===== config.mk =====
export PLATFORM = sky130hd
export DESIGN_NAME = colour_bound_detect
export DESIGN_NICKNAME = d
export VERILOG_FILES = /design/src/rtl/colour_bound_detect.sv
export SDC_FILE = /design/constraint.sdc
export NUM_CORES = 1
export LEC_CHECK = 0
export CAP_MARGIN = 25
export CORE_MARGIN = 2
export CORE_UTILIZATION = 58
export CTS_CLUSTER_SIZE = 8
export DETAILED_ROUTE_END_ITERATION = 10
export PLACE_DENSITY_LB_ADDON = 0.3
export SKIP_LAST_GASP = 1
export SLEW_MARGIN = 0
export SYNTH_ARGS = -nofsm -noshare
export SYNTH_HDL_FRONTEND = slang
export SYNTH_SLANG_ARGS = --single-unit

===== constraint.sdc =====
create_clock -name clk -period 6.3 [get_ports clk]
set_input_delay 1.26 -clock clk [delete_from_list [all_inputs] [get_ports clk]]
set_output_delay 1.26 -clock clk [all_outputs]
set_load 0.02 [all_outputs]

===== src/rtl/colour_bound_detect.sv =====
// colour_bound_detect
// Tracks the leftmost and rightmost x of qualified colour-match runs in a frame.
// Speckle is rejected by requiring MIN_RUN consecutive hits on one row before
// any pixel of that run counts. Results are registered and announced with a
// one-cycle eop strobe one clock after the frame's last pixel beat.
//
// Ports:
//   clk, reset_n   pixel clock, asynchronous active-low reset
//   in_valid       pixel beat qualifier; nothing advances without it
//   in_sop         first pixel of frame (forces x=0, y=0, clears accumulators)
//   in_eop         last pixel of frame (pixel evaluated, then results latched)
//   in_hit         pixel matches target colour
//   left_bound     leftmost x of qualified run in last frame (0 if none)
//   right_bound    rightmost x of qualified run in last frame (IMAGE_W-1 if none)
//   found          last frame contained at least one qualified run
//   eop            one-cycle strobe: bounds updated this cycle
module colour_bound_detect #(
    parameter int unsigned IMAGE_W   = 640,
    parameter int unsigned IMAGE_H   = 480,
    parameter int unsigned MIN_RUN   = 4,
    parameter int unsigned ROI_Y_MIN = 0,
    parameter int unsigned ROI_Y_MAX = 479
) (
    input  logic        clk,
    input  logic        reset_n,
    input  logic        in_valid,
    input  logic        in_sop,
    input  logic        in_eop,
    input  logic        in_hit,
    output logic [10:0] left_bound,
    output logic [10:0] right_bound,
    output logic        found,
    output logic        eop
);

    localparam int unsigned XW = 11;
    localparam int unsigned YW = 11;
    localparam int unsigned RW = $clog2(MIN_RUN + 1);

    localparam logic [XW-1:0] X_LAST   = XW'(IMAGE_W - 1);
    localparam logic [YW-1:0] Y_LAST   = YW'(IMAGE_H - 1);
    localparam logic [YW-1:0] ROI_HI   = YW'(ROI_Y_MAX);
    localparam logic [RW-1:0] RUN_SAT  = RW'(MIN_RUN);
    localparam logic [XW-1:0] RUN_BACK = XW'(MIN_RUN - 1);

    logic [XW-1:0] x_q, min_l_q, max_r_q;
    logic [YW-1:0] y_q;
    logic [RW-1:0] run_q;
    logic          any_q;

    logic [XW-1:0] cur_x, x_nxt, cand_l, min_base, max_base, min_nxt, max_nxt;
    logic [YW-1:0] cur_y, y_nxt;
    logic [RW-1:0] run_base, run_nxt;
    logic          any_base, any_nxt, qual, roi_lo_ok, roi_hi_ok;

    // Lower ROI edge at row 0 is always satisfied; avoid a vacuous compare.
    generate
        if (ROI_Y_MIN == 0) begin : g_roi_lo_open
            assign roi_lo_ok = 1'b1;
        end else begin : g_roi_lo_cmp
            localparam logic [YW-1:0] ROI_LO = YW'(ROI_Y_MIN);
            assign roi_lo_ok = (cur_y >= ROI_LO);
        end
    endgenerate

    assign roi_hi_ok = (cur_y <= ROI_HI);

    // Per-beat evaluation: position, run length, qualification, accumulators.
    always_comb begin
        cur_x    = in_sop ? '0 : x_q;
        cur_y    = in_sop ? '0 : y_q;

        // x==0 starts a new row, so a run never carries across the wrap.
        run_base = (cur_x == '0) ? '0 : run_q;
        if (!in_hit)
            run_nxt = '0;
        else if (run_base == RUN_SAT)
            run_nxt = RUN_SAT;
        else
            run_nxt = run_base + RW'(1);

        qual     = (run_nxt >= RUN_SAT) && roi_lo_ok && roi_hi_ok;

        min_base = in_sop ? X_LAST : min_l_q;
        max_base = in_sop ? '0     : max_r_q;
        any_base = in_sop ? 1'b0   : any_q;

        // Leftmost pixel of the run that just reached MIN_RUN.
        cand_l   = cur_x - RUN_BACK;
        min_nxt  = (qual && (cand_l < min_base)) ? cand_l : min_base;
        max_nxt  = (qual && (cur_x > max_base))  ? cur_x  : max_base;
        any_nxt  = any_base | qual;

        if (cur_x == X_LAST) begin
            x_nxt = '0;
            y_nxt = (cur_y == Y_LAST) ? cur_y : cur_y + YW'(1);
        end else begin
            x_nxt = cur_x + XW'(1);
            y_nxt = cur_y;
        end
    end

    // Frame state; an eop beat returns everything to the reset values.
    always_ff @(posedge clk or negedge reset_n) begin
        if (!reset_n) begin
            x_q     <= '0;
            y_q     <= '0;
            run_q   <= '0;
            min_l_q <= X_LAST;
            max_r_q <= '0;
            any_q   <= 1'b0;
        end else if (in_valid) begin
            if (in_eop) begin
                x_q     <= '0;
                y_q     <= '0;
                run_q   <= '0;
                min_l_q <= X_LAST;
                max_r_q <= '0;
                any_q   <= 1'b0;
            end else begin
                x_q     <= x_nxt;
                y_q     <= y_nxt;
                run_q   <= run_nxt;
                min_l_q <= min_nxt;
                max_r_q <= max_nxt;
                any_q   <= any_nxt;
            end
        end
    end

    // Result registers; an empty frame reports the full-width box.
    always_ff @(posedge clk or negedge reset_n) begin
        if (!reset_n) begin
            left_bound  <= '0;
            right_bound <= X_LAST;
            found       <= 1'b0;
            eop         <= 1'b0;
        end else begin
            eop <= in_valid && in_eop;
            if (in_valid && in_eop) begin
                found <= any_nxt;
                if (any_nxt) begin
                    left_bound  <= min_nxt;
                    right_bound <= max_nxt;
                end else begin
                    left_bound  <= '0;
                    right_bound <= X_LAST;
                end
            end
        end
    end

endmodule


Word-level counts from Yosys, hierarchy flattened
Index checks and enable logic that the tools add are counted.

word-level totals
  logic and storage cells = 48
  flip-flop bits (word level) = 72
  output and inout port bits = 24
  input port bits = 6

cells by class
  mux-type cells = 21
  add/sub/neg operators = 4
  reduce and logical (&&, ||, !) cells = 5
  equality and inequality tests = 3
  $lt $le $gt $ge = 4
  bitwise gates (word level) = 1

operators by type and width
  operator                                                                            count
  11-bit two-way mux                                                                  15
  11-bit by 1-bit adder with 11-bit output (second input constant)                    2
  3-bit two-way mux                                                                   4
  11-bit by 10-bit equality test with 1-bit output (second input constant)            1
  11-bit by 9-bit equality test with 1-bit output (second input constant)             1
  11-bit greater-than comparator                                                      1
  11-bit by 9-bit less-or-equal comparator with 1-bit output (second input constant)  1
  11-bit logical NOT                                                                  1
  11-bit less-than comparator                                                         1
  11-bit by 2-bit subtractor with 11-bit output (second input constant)               1
  1-bit logical AND                                                                   4
  3-bit by 1-bit adder with 3-bit output (second input constant)                      1
  3-bit equality test (second input constant)                                         1
  3-bit >= comparator (second input constant)                                         1
  1-bit two-way mux                                                                   2
  1-bit OR                                                                            1

Logic depth before layout (Yosys ltp)
Gate-level depths: netlist (run 1).

  depth in word-level cells = 11
  mapped depth = 21
  mapped depth without buffers = 15

Worst setup path before layout (run 1)
OpenSTA, ideal clock, no wires.

  kind = input port to flip-flop
  start = input port in_sop
  end = register min_l_q[0]
  stages = 18
  setup time = 83 ps
  data required time = 6217 ps
  data arrival time = 4525 ps
  path buffers = 7
  setup slack = 1692 ps
  cells stage by stage = buf_2 -> buf_2 -> clkbuf_1 -> clkbuf_1 -> clkbuf_1 -> nor2_1 -> inv_1 -> ha_1 -> ha_1 -> nor4bb_1 -> o21bai_1 -> a221o_1 -> nand4_1 -> and3_4 -> buf_8 -> buf_12 -> nand2_4 -> o32a_1

between the ends
  word-level cells in the longest chain between the ends = 11
  elaborated cells on any way between the ends = 17
  classes of those cells = add/sub: 2; order compare: 3; eq/ne: 1; mux: 8; reduce/logical: 3

RTL lines
  what                                                                           line    RTL
  from (decl)                                                                    27      input logic in_sop,
  11-bit two-way mux                                                             70      cur_x = in_sop ? '0 : x_q;
  11-bit logical NOT                                                             74      run_base = (cur_x == '0) ? '0 : run_q;
  3-bit two-way mux                                                              74
  3-bit by 1-bit adder with 3-bit output or 3-bit equality test (tied branches)  80, 77
  3-bit two-way mux                                                              77      else if (run_base == RUN_SAT)
  3-bit two-way mux                                                              75      if (!in_hit)
  3-bit >= comparator                                                            82      qual = (run_nxt >= RUN_SAT) && roi_lo_ok && roi_hi_ok;
  1-bit logical AND                                                              82
  1-bit logical AND                                                              90      min_nxt = (qual && (cand_l < min_base)) ? cand_l : min_base;
  11-bit two-way mux (*)                                                         90
  11-bit two-way mux (*)                                                         113     if (in_eop) begin
  to (signal assigned)                                                           124     min_l_q <= min_nxt;
  to (decl)                                                                      46      logic [XW-1:0] x_q, min_l_q, max_r_q;

Mark *: on every way between the ends. The rest lies on a longest branch, timed or not.
A chain may end at the register's enable or synchronous reset.

Worst setup path after layout (run 1)
  start = input port in_sop
  end = register max_r_q[2]

between the ends
  word-level cells in the longest chain between the ends = 11
  elaborated cells on any way between the ends = 16
  classes of those cells = add/sub: 1; order compare: 3; eq/ne: 1; mux: 8; reduce/logical: 3

RTL lines
  what                                                                           line    RTL
  11-bit two-way mux                                                             70
  11-bit logical NOT                                                             74
  3-bit two-way mux                                                              74
  3-bit by 1-bit adder with 3-bit output or 3-bit equality test (tied branches)  80, 77
  3-bit two-way mux                                                              77
  3-bit two-way mux                                                              75
  3-bit >= comparator                                                            82
  1-bit logical AND                                                              82
  1-bit logical AND                                                              91      max_nxt = (qual && (cur_x > max_base)) ? cur_x : max_base;
  11-bit two-way mux (*)                                                         91
  11-bit two-way mux (*)                                                         113
  to (signal assigned)                                                           125     max_r_q <= max_nxt;
  to (decl)                                                                      46

Marks and branches as above.

==> results.txt, run 1 <==
The average instance in the mapped netlist occupies 9.39 µm². Setup repair after global routing left no endpoint under its margin. The detail route stage leaves a number of antenna-violating nets equal to 0. The headroom to the max-slew limit came out at 0.386. The tightest hold path in the finished design has a slack of 0.482 ns. After routing, the total negative slack on setup checks comes to 0 ns. The initial core utilization is 0.598.

The unique cell type count in the Yosys netlist came out at 71. The endpoint class of the critical path is a flip-flop. The mean routed wirelength per cell is 18.6 µm.

The post-synthesis register bit count came out at 72. The count of hold-fix buffers inserted at cts came out at 0. The floorplan die height came out at 93.3 µm. The share of synthesized registers carrying an async set or reset came out at 1.00.

The max-slew violation total from the final report is 0. Static timing analysis puts the maximum clock frequency at 230 MHz. The area share of fa/ha/maj cells after synthesis came out at 0.0569. The signed area change from the synthesized netlist to the final layout came out at 9.67%.

After detailed routing, the number of vias per cell comes to 6.38. The number of diodes is 0. The CTS buffer count is 9. The maximum ir drop on the vdd rail came out at 0.0000921 V. The count of filler cells inserted in the layout is 630. The most common flop cell mapped by yosys is dfrtp_1. The area fraction in compound gates after synthesis is 0.230. The post-DP HPWL came out at 7.64 mm. The later pin in the worst-skew pair is clocked with a latency of 0.36 ns. For the finished layout, the period the worst path requires is 4.34 ns.

At the worst endpoint, the arrival time is 4.63 ns. When the netlist entered floorplanning its net count stood at 519. The cell count after placement is 592.

The simple logic cell fraction of the synthesized area is 0.205. The share of power burned in registers is 0.491. Traced cell by cell, the critical path runs through buf_2 > nor2_1 > inv_1 > ha_1 > nand2_1 > nand2_1 > inv_1 > ha_1 > inv_1 > o21ai_0 > mux2_4 > nor2_4 > o311a_4 > and3_1 > a22o_1. The congestion estimate from routability-driven global placement came to 0.939. The leakage power came out at 2.08 nW. The number of resized instances in the post-cts repair step is 0.

The total standard cell area after synthesis is 0.00462 mm². The reported net switching power came out at 0.239 mW. The count of mapped cells out of synthesis is 492. The initial antenna violation count came out at 0. The fraction of final layout cells sized beyond drive strength 1 is 0.130. The via count of the first global-routing pass came to 3739.

The highest fanout seen on the critical path came out at 47. The clock share of power came out at 0.436. The post-route DRC violation count is 0. In this run the post-CTS setup repair buffer count came out at 0. The switching power share of the total came out at 0.250. The setup skew after layout came out at 0.0108 ns. The internal power came out at 0.716 mW.

After clock tree synthesis, the clock-pin slew on the worst setup and hold paths is 0.08 ns. The number of clock sinks is 72. The hold violation total from the final report came out at 0. The register-to-register setup slack is 2.52 ns.

The total global routing overflow came out at 0. Row generation in the floorplan step produced 32 rows. The share of total power dissipated in combinational logic is 0.073. The run finished with clean final reports. For this design, the slowest cell found on the critical path is buf_2.

The critical path is of the input port to flip-flop type. The number of nets at the end of the flow is 528. The first global-routing pass estimated 18.9 mm of wire. In this design, the stage delay of the slowest critical-path cell is 0.60 ns. The maximum count of clock buffers along a single path came out at 2. The number of enable flip-flop cells after synthesis came out at 0.

The mux contribution to synthesized area is 0.0271. The power per cell area came out at 188 mW/mm². The H-tree was split into 3 levels. The required time reported for the critical path endpoint came out at 6.59 ns. The clock root buffer is clkbuf_8. The floorplan die area came out at 0.00870 mm².

The number of warnings printed during yosys synthesis is 0. The area of the placeable core is 0.00773 mm². TritonCTS built the clock tree. By area, the combinational part of the netlist is dominated by compound AO/OA/AOI/OAI gates. The final cell count without fillers came out at 608.

Of the total synthesized cell area, the portion taken by XOR and XNOR cells is 0.0190. The count of TritonRoute iterations in the first routing pass is 5. Entering global routing, the biggest net connects 73 pins.

Summing over every cut layer, the via total after detailed routing is 3879. The nature of the critical path startpoint is an input port. The global router's overall resource usage is 0.278. The number of buffers added on ports came out at 29. The number of top-level pins came out at 30. The number of setup violations in the final report is 0. The floorplan step set the die width to 93.3 µm.

After the first detailed-routing iteration, the DRC count stood at 380. The transition time of the tightest slew-check pin came out at 0.921 ns. The type of the most critical hold path is flip-flop to flip-flop. Wires add up to 11.3 mm. Counting stages on the worst path, the most repeated cell is inv_1.

Max-cap violations in this run came to 0. The share of the clock period used by the worst path after layout came out at 0.689. The sequential cell area fraction in the yosys report is 0.394.
[layout by cell type (no fill, tap or decap), drive strengths merged, types with 12 or more instances in the layout]
master         synthesis  routed
inv                   24      24
ha                    21      21
nand2b                15      15
o21ai                 31      31
nand3                 12      12
nand2                 37      37
dfrtp                 56      56
a21oi                 18      18
a31oi                 14      14
dfstp                 16      16
a22o                  21      21
clkdlybuf4s50          0      27
nor3                  14      14
nor2                  41      41
[cell families after synthesis]
kind of cell,after synthesis
xor+xnor,10
compound gates,143
simple gates,174
fa+ha+maj,21
flops,72
buf+inv,60
mux,12
[state kept, by name (all words and copies together) (netlist names)]
| name | count |
|---|---|
| x_q | 11 |
| run_q | 3 |
| y_q | 11 |
| min_l_q | 11 |
| left_bound | 11 |
| max_r_q | 11 |
| right_bound | 11 |
| eop | 1 |
| found | 1 |
| any_q | 1 |
[final timing paths]
path	cells past startpoint	endpoint	startpoint
min reg2reg	2	run_q[2]	run_q[2]
min in group asynchronous	2	eop	reset_n
max reg2reg	11	left_bound[2]	x_q[0]
max in group asynchronous	2	y_q[4]	reset_n
max	15	max_r_q[2]	in_sop
min	2	run_q[2]	run_q[2]
[stage by stage]
step                      power [mW]  utilization  worst slack (ns)  instance area, µm²
after floorplan                0.522            -              1.69                4620
after global placement         0.545        0.626              1.73                4840
after detailed placement       0.547        0.627              1.69                4850
after CTS                      0.957        0.656              2.01                5070
after global routing           0.984        0.656              1.65                5070
final                          0.955        0.656              1.96                5070
[metal layers]
metal,vias to the layer above,wire length (µm),global-route usage
met5,-,0,0
met4,0,296,0.119
met3,29,660,0.0338
met2,147,5210,0.426
met1,1883,5140,0.397
li1,1820,-,-
[critical path, delay by kind of cell]
family	cells	cell delay (ns)
adder cells (fa/ha/maj)	2	0.44
AO/OA/AOI/OAI	3	0.68
buffers and inverters	4	0.82
multiplexers	1	0.29
AND/OR/NAND/NOR	5	1.11
[Yosys cell counts, types with 3 or more instances]
cell       count  area [µm²]
o2bb2ai_1      9        78.8
o32a_1         3        30.0
dfrtp_1       56        1400
a21oi_1       18        90.1
and2_1         8        50.1
ha_1          21         263
or3_1          6        37.5
a31oi_1       14        87.6
o31ai_1        7        52.6
a22o_1        21         184
buf_2          9        45.0
o221a_2        3        33.8
and3_1         5        31.3
nand3b_1       5        37.5
nand4_1        5        31.3
mux2i_1       11         110
nor2b_1        8        50.1
dfstp_2       16         420
nand2_1       35         131
a21o_1         3        22.5
a31o_2         3        26.3
xnor2_1        6        52.6
nand2b_1      15        93.8
clkbuf_1      17        63.8
nor3b_1        3        22.5
o21ai_1        3        15.0
o22ai_1        5        31.3
nor2_1        40         150
o21a_1         3        22.5
a221o_1        3        30.0
o22a_1         3        26.3
o21ai_0       28         140
nor3_1        13        65.1
buf_4          3        22.5
nand3_1       12        60.1
xor2_1         4        35.0
inv_1         23        86.3
or2_2          3        18.8
buf_6          5        56.3
[area by class of cell]
class	instances	area, µm²	share of cell area
tap	102	128	0.0252
clock buffer	10	138	0.0272
inverter	24	90.1	0.0178
multi-input combinational	360	2490	0.491
clock inverter	6	82.6	0.0163
sequential	72	1820	0.360
timing repair buffer	34	322	0.0635
[power groups by stage]
stage | sequential [mW] | combinational [mW] | clock, mW
2_1_floorplan | 0.476 | 0.0462 | 0
3_3_place_gp | 0.478 | 0.0672 | 0
3_5_place_dp | 0.478 | 0.0688 | 0
4_1_cts | 0.469 | 0.0692 | 0.419
5_1_grt | 0.469 | 0.0772 | 0.438
6_report | 0.469 | 0.0695 | 0.416
Power figures use the tool's default switching activity.
==> run 2, diff against run 1 <==
==> constraint.sdc (replaced) <==
create_clock -name clk -period 4.05 [get_ports clk]
set_input_delay 0.81 -clock clk [delete_from_list [all_inputs] [get_ports clk]]
set_output_delay 0.81 -clock clk [all_outputs]
set_load 0.02 [all_outputs]
==> results.txt, run 2 (synthesis gave the netlist of run 1 again) <==
Status: finished clean (unchanged). The CTS buffer count is 9 (unchanged). The fraction of final layout cells sized beyond drive strength 1 is 0.152 (was 0.130). The startpoint of the lowest-slack register-to-register path is x_q[0] (unchanged). The maximum count of clock buffers along a single path came to 2 (unchanged).

The max-capacitance violation count came out at 0 (unchanged). The minimum clock period is 3.82 ns. The placed instance area is 0.00495 mm² (was 0.00485 mm²). The count of hold-fix buffers inserted at cts came out at 0 (unchanged). The cell count after placement came out at 604 (was 592). The number of setup violations in the final report is 0 (unchanged). The via count of the first global-routing pass is 3841 (was 3739).

The first-pass GRT wire length came out at 19.6 mm (was 18.9 mm). Leading cell types in the layout, fill and taps excluded: dfrtp_1, nor2_1, nand2_1, o21ai_0, clkdlybuf4s50_1 (unchanged). The nature of the critical path startpoint was a flip-flop (was input port). The number of DRC violations after detailed-routing iteration 0 came out at 390 (was 380).

The number of buffers added on ports came out at 29 (unchanged). The number of diodes is 0 (unchanged). The multi-input logic area is 0.00249 mm² (about the same). The path depth of the worst reg2reg path came to 11 (unchanged). The highest fanout seen on the critical path is 15 (was 47). The clock transition time at the flip-flop clock pins of the worst setup and hold paths came out at 0.09 ns (was 0.08 ns).

The type of the most critical hold path was input port to async pin (was flip-flop to flip-flop). The pin count of the biggest net entering global routing came out at 38 (was 73). The average via count per standard cell came out at 6.44 (was 6.38).

The required time reported for the critical path endpoint was 4.35 ns (was 6.59 ns). The number of resized instances in the post-cts repair step came out at 0 (unchanged). The floorplan die area came out at 0.00870 mm² (unchanged). The count of filler cells inserted in the layout came out at 599 (was 630).

The maximum ir drop on the vdd rail came out at 0.000173 V (was 0.0000921 V). The worst endpoint data arrival time came to 4.12 ns (was 4.63 ns). The standard cell with the maximum stage delay on the critical path is dfrtp_1 (was buf_2).

The leakage power was 2.14 nW (was 2.08 nW). The number of clock sinks is 72 (unchanged). The register-to-register setup slack was 0.23 ns (was 2.52 ns). The post-DP HPWL came to 8.38 mm (was 7.64 mm). Critical Path, Cell by Cell: a2111oi_4 > nand2_2 > or3_1 > and2_1 > or3_4 > ha_1 > a21o_1 > a21oi_1 > and3_4 > mux2i_1 > a22o_1 (was buf_2 > nor2_1 > inv_1 > ha_1 > nand2_1 > nand2_1 > inv_1 > ha_1 > inv_1 > o21ai_0 > mux2_4 > nor2_4 > o311a_4 > and3_1 > a22o_1). The final hold slack came out at 0.415 ns (was 0.482 ns). The mean routed wirelength per cell came out at 19.2 µm (was 18.6 µm).

Unrepaired setup endpoints after global routing: no (unchanged). The global router's overall resource usage is 0.288 (was 0.278). The clock root buffer was clkbuf_8 (unchanged). The hold violation total from the final report came out at 0 (unchanged). The area of the placeable core is 0.00773 mm² (unchanged). The setup skew after layout came out at 0.0104 ns (was 0.0108 ns). The sequential cell area in the final layout was 0.00182 mm² (unchanged). The finished layout cell area was 0.00516 mm² (was 0.00507 mm²). The floorplan die height came out at 93.3 µm (unchanged).

The final cell count without fillers is 621 (was 608). The initial antenna violation count came out at 0 (unchanged). The post-route DRC violation count came out at 0 (unchanged). The kind of critical path is flip-flop to flip-flop (was input port to flip-flop). The highest cell delay on the worst timing path came out at 0.53 ns (was 0.60 ns). The clock latency on the worst-skew pair came out at 0.36 ns (about the same).

The leading cell type in the layout, fill and taps excluded is dfrtp_1 (unchanged). The headroom to the max-slew limit came to 0.637 (was 0.386). The count of nets left with antenna violations after detail routing is 0 (unchanged).

The endpoint of the worst register-to-register path is left_bound[1] (was left_bound[2]). The floorplan row count is 32 (unchanged). The share of the clock period used by the worst path after layout came out at 0.943. The maximum level of the CTS H-tree came out at 3 (unchanged). The initial core utilization is 0.598 (unchanged). The max-slew violation total from the final report came out at 0 (unchanged).

The total negative setup slack was 0 ns (unchanged). The via count is 3999 (was 3879). The count of TritonRoute iterations in the first routing pass is 5 (unchanged). The number of top-level pins is 30 (unchanged). The number of nets at the end of the flow came to 541 (was 528). The power per cell area came to 281 mW/mm² (was 188 mW/mm²). The final wirelength is 11.9 mm (was 11.3 mm). The width of the die came out at 93.3 µm (unchanged). The highest achievable clock rate came out at 262 MHz.

The endpoint class of the critical path is a flip-flop (unchanged). The signed area change from the synthesized netlist to the final layout came out at 11.6% (was 9.67%). The TritonCTS clock tree was done (unchanged). The final total power is 1.45 mW (was 0.955 mW). The transition time of the tightest slew-check pin is 0.540 ns (was 0.921 ns). The buffer count from post-CTS setup fixing came out at 0 (unchanged).

The total global routing overflow came out at 0 (unchanged). The placer congestion estimate came out at 0.940 (was 0.939).
[run 2: critical path: cells and delay by family (launching register included)]
| family | cells | cell delay, ns |
|---|---|---|
| flip-flops | 1 | 0.53 |
| adder cells (fa/ha/maj) | 1 | 0.31 |
| AND/OR/NAND/NOR | 5 | 1.44 |
| multiplexers | 1 | 0.33 |
| AO/OA/AOI/OAI | 4 | 1.15 |
[run 2: report_power, final]
part | switching [mW] | leakage (nW) | internal (mW) | total (mW)
logic | 0.0825 | 1.09 | 0.0388 | 0.121
registers | 0.00751 | 0.947 | 0.723 | 0.730
clock network | 0.297 | 0.0989 | 0.303 | 0.600
total | 0.387 | 2.14 | 1.06 | 1.45
[run 2: routing by layer]
layer	part of all wire	up-vias	track usage
li1	-	1848	-
met1	0.43	1914	0.398
met2	0.46	210	0.451
met3	0.083	27	0.0564
met4	0.024	0	0.107
met5	0	-	0
[run 2: metrics by stage]
step	util	setup slack (ns)
3_3_place_gp	0.637	0.192
5_1_grt	0.668	0.0291
4_1_cts	0.667	0.197
2_1_floorplan	-	0.0653
6_report	0.668	0.229
3_5_place_dp	0.640	0.169
[run 2: cell type report]
| cell class | instances | area share |
|---|---|---|
| clock inverters | 6 | 0.0131 |
| well taps | 102 | 0.0247 |
| repair buffers | 46 | 0.0815 |
| multi-input cells | 361 | 0.483 |
| flip-flops and latches | 72 | 0.353 |
| clock buffers | 10 | 0.0267 |
| inverters | 24 | 0.0175 |
[run 2: worst max-delay path by stage]
stage               depth (start not counted)            end  startpoint
finish                                     11  left_bound[1]      x_q[0]
global route                               11  left_bound[1]      x_q[0]
CTS                                        11  left_bound[1]      x_q[0]
detailed placement                         12  left_bound[1]      in_sop
global placement                           12  left_bound[1]      in_sop
floorplan                                  18     min_l_q[9]      in_sop
==> run 3, diff against run 2 <==
--- a/config.mk
+++ b/config.mk
@@ -6,6 +6,7 @@
 export NUM_CORES = 1
 export LEC_CHECK = 0
 export CAP_MARGIN = 25
+export CORE_ASPECT_RATIO = 0.6
 export CORE_MARGIN = 2
 export CORE_UTILIZATION = 58
 export CTS_CLUSTER_SIZE = 8
==> results.txt, run 3 (synthesis gave the netlist of run 1 again) <==
Status: finished clean (unchanged). The via count came out at 4055 (was 3999). The clock transition time at the flip-flop clock pins of the worst setup and hold paths was 0.06 ns (was 0.09 ns).

The TritonCTS clock tree was done (unchanged). Unrepaired setup endpoints after global routing: no (unchanged). The clock root buffer is clkbuf_16 (was clkbuf_8).

The number of diodes came out at 0 (unchanged). The number of top-level pins is 30 (unchanged). The initial core utilization was 0.593 (was 0.598). The uppermost signal routing layer after detailed routing is met4 (unchanged).

The worst-case setup slack after placement is 0.284 ns (was 0.169 ns). The final hold slack was 0.485 ns (was 0.415 ns). The mean routed wirelength per cell is 20.2 µm (was 19.2 µm). The global router's overall resource usage is 0.304 (was 0.288). The finished layout cell area came out at 0.00526 mm² (was 0.00516 mm²). The nature of the critical path startpoint was a flip-flop (unchanged).

The post-DP HPWL was 8.75 mm (was 8.38 mm). The endpoint of the worst register-to-register path is left_bound[1] (unchanged). The area of the placeable core came out at 0.00779 mm² (was 0.00773 mm²). The floorplan die area came out at 0.00872 mm² (was 0.00870 mm²). The number of clock sinks is 72 (unchanged). The final wirelength came out at 12.6 mm (was 11.9 mm).

The floorplan row count was 25 (was 32). The share of the clock period used by the worst path after layout is 0.944 (was 0.943). The setup skew after layout is 0.00680 ns (was 0.0104 ns). The clock latency on the worst-skew pair is 0.35 ns (was 0.36 ns). The detailed-routing wirelength on met1 is 5.75 mm (was 5.13 mm). The final total power is 1.67 mW (was 1.45 mW). The buffer count from post-CTS setup fixing is 0 (unchanged). The kind of critical path is flip-flop to flip-flop (unchanged). The startpoint of the worst setup timing path is x_q[0] (unchanged).

Leading cell types in the layout, fill and taps excluded: dfrtp_1, nor2_1, nand2_1, o21ai_0, clkdlybuf4s50_1 (unchanged). The startpoint of the lowest-slack register-to-register path is x_q[0] (unchanged). The minimum clock period is 3.82 ns (about the same). The worst endpoint data arrival time came out at 4.11 ns (was 4.12 ns). The max-slew violation total from the final report came out at 0 (unchanged).

The CTS buffer count came to 9 (unchanged). The highest fanout seen on the critical path is 29 (was 15). The count of hold-fix buffers inserted at cts is 0 (unchanged). The total negative setup slack is 0 ns (unchanged). The headroom to the max-slew limit came to 0.389 (was 0.637). The number of DRC violations after detailed-routing iteration 0 came out at 476 (was 390). The count of nets left with antenna violations after detail routing came out at 0 (unchanged). The placer congestion estimate came out at 0.903 (was 0.940). The maximum ir drop on the vdd rail is 0.000236 V (was 0.000173 V).

The leakage power came to 2.18 nW (was 2.14 nW). The path depth of the worst reg2reg path is 11 (unchanged). The transition time of the tightest slew-check pin is 0.916 ns (was 0.540 ns). The leading cell type in the layout, fill and taps excluded was dfrtp_1 (unchanged).

The power per cell area is 317 mW/mm² (was 281 mW/mm²). The initial antenna violation count came to 0 (unchanged). The fraction of final layout cells sized beyond drive strength 1 is 0.149 (was 0.152).

The register-to-register setup slack is 0.23 ns (about the same). The pin count of the biggest net entering global routing is 73 (was 38). The count of TritonRoute iterations in the first routing pass was 5 (unchanged). The floorplan die height is 73.1 µm (was 93.3 µm). The first-pass GRT wire length is 20.2 mm (was 19.6 mm). The detailed-routed wire length on met3 is 1.20 mm (was 994 µm). The endpoint class of the critical path was a flip-flop (unchanged). The end point of the critical path is left_bound[1] (unchanged). The total global routing overflow was 0 (unchanged). The post-route DRC violation count came to 0 (unchanged).

The hold violation total from the final report came out at 0 (unchanged). The width of the die is 119 µm (was 93.3 µm). The maximum level of the CTS H-tree came out at 3 (unchanged). The number of resized instances in the post-cts repair step is 0 (unchanged). The required time reported for the critical path endpoint is 4.34 ns (was 4.35 ns). The maximum count of clock buffers along a single path is 2 (unchanged). The placed instance area came out at 0.00495 mm² (about the same). The number of nets at the end of the flow came out at 539 (was 541). The via count of the first global-routing pass is 3849 (was 3841).

The number of setup violations in the final report came out at 0 (unchanged). The type of the most critical hold path is flip-flop to flip-flop (was input port to async pin). The max-capacitance violation count came out at 0 (unchanged). The average via count per standard cell was 6.49 (was 6.44). The wire length on met2 is 5.42 mm (was 5.53 mm). The signed area change from the synthesized netlist to the final layout came out at 13.7% (was 11.6%). The number of buffers added on ports is 29 (unchanged).

The highest achievable clock rate came to 262 MHz (about the same). The final worst-path setup slack is 0.228 ns (was 0.229 ns).
[run 3: cell type report]
type                    instances  area, µm²
clock inverters                 7       81.3
repair buffers                 45        415
inverters                      24       90.1
flip-flops and latches         72       1820
multi-input cells             360       2490
fillers                       623       2530
clock buffers                   9        225
well taps                     108        135
[run 3: report_power, final]
part           switching, mW  total, mW  internal [mW]
sequential           0.00775      0.731          0.724
combinational         0.0829      0.118         0.0351
clock                  0.333      0.816          0.483
total                  0.424       1.67           1.24
[run 3: metrics by stage]
| stage | std cells | utilization |
|---|---|---|
| final | 625 | 0.675 |
| after global routing | 625 | 0.675 |
| after CTS | 625 | 0.675 |
| after detailed placement | 609 | 0.635 |
| after global placement | 609 | 0.635 |
| after floorplan | 492 | - |
[run 3: routing by layer]
| layer | vias up | track usage |
|---|---|---|
| met5 | - | 0 |
| met4 | 0 | 0.0939 |
| met3 | 21 | 0.0758 |
| met2 | 201 | 0.450 |
| met1 | 1995 | 0.443 |
| li1 | 1838 | - |
[run 3: how the worst min path moves through the flow]
| stage | startpoint | end | cells past startpoint |
|---|---|---|---|
| floorplan | run_q[2] | run_q[2] | 2 |
| global placement | run_q[2] | run_q[2] | 2 |
| detailed placement | left_bound[2] | left_bound[2] | 2 |
| CTS | found | found | 2 |
| global route | left_bound[2] | left_bound[2] | 2 |
| finish | found | found | 2 |
[run 3: critical path: stages (launching register included)]
cell and delay, ns:
dfrtp_1 0.54, a2111oi_4 0.52, nand2_2 0.13, or3_1 0.36, and2_1 0.17, or3_4 0.39
ha_1 0.30, a21o_1 0.16, a21oi_1 0.28, and3_4 0.48, mux2i_1 0.27, a22o_1 0.15
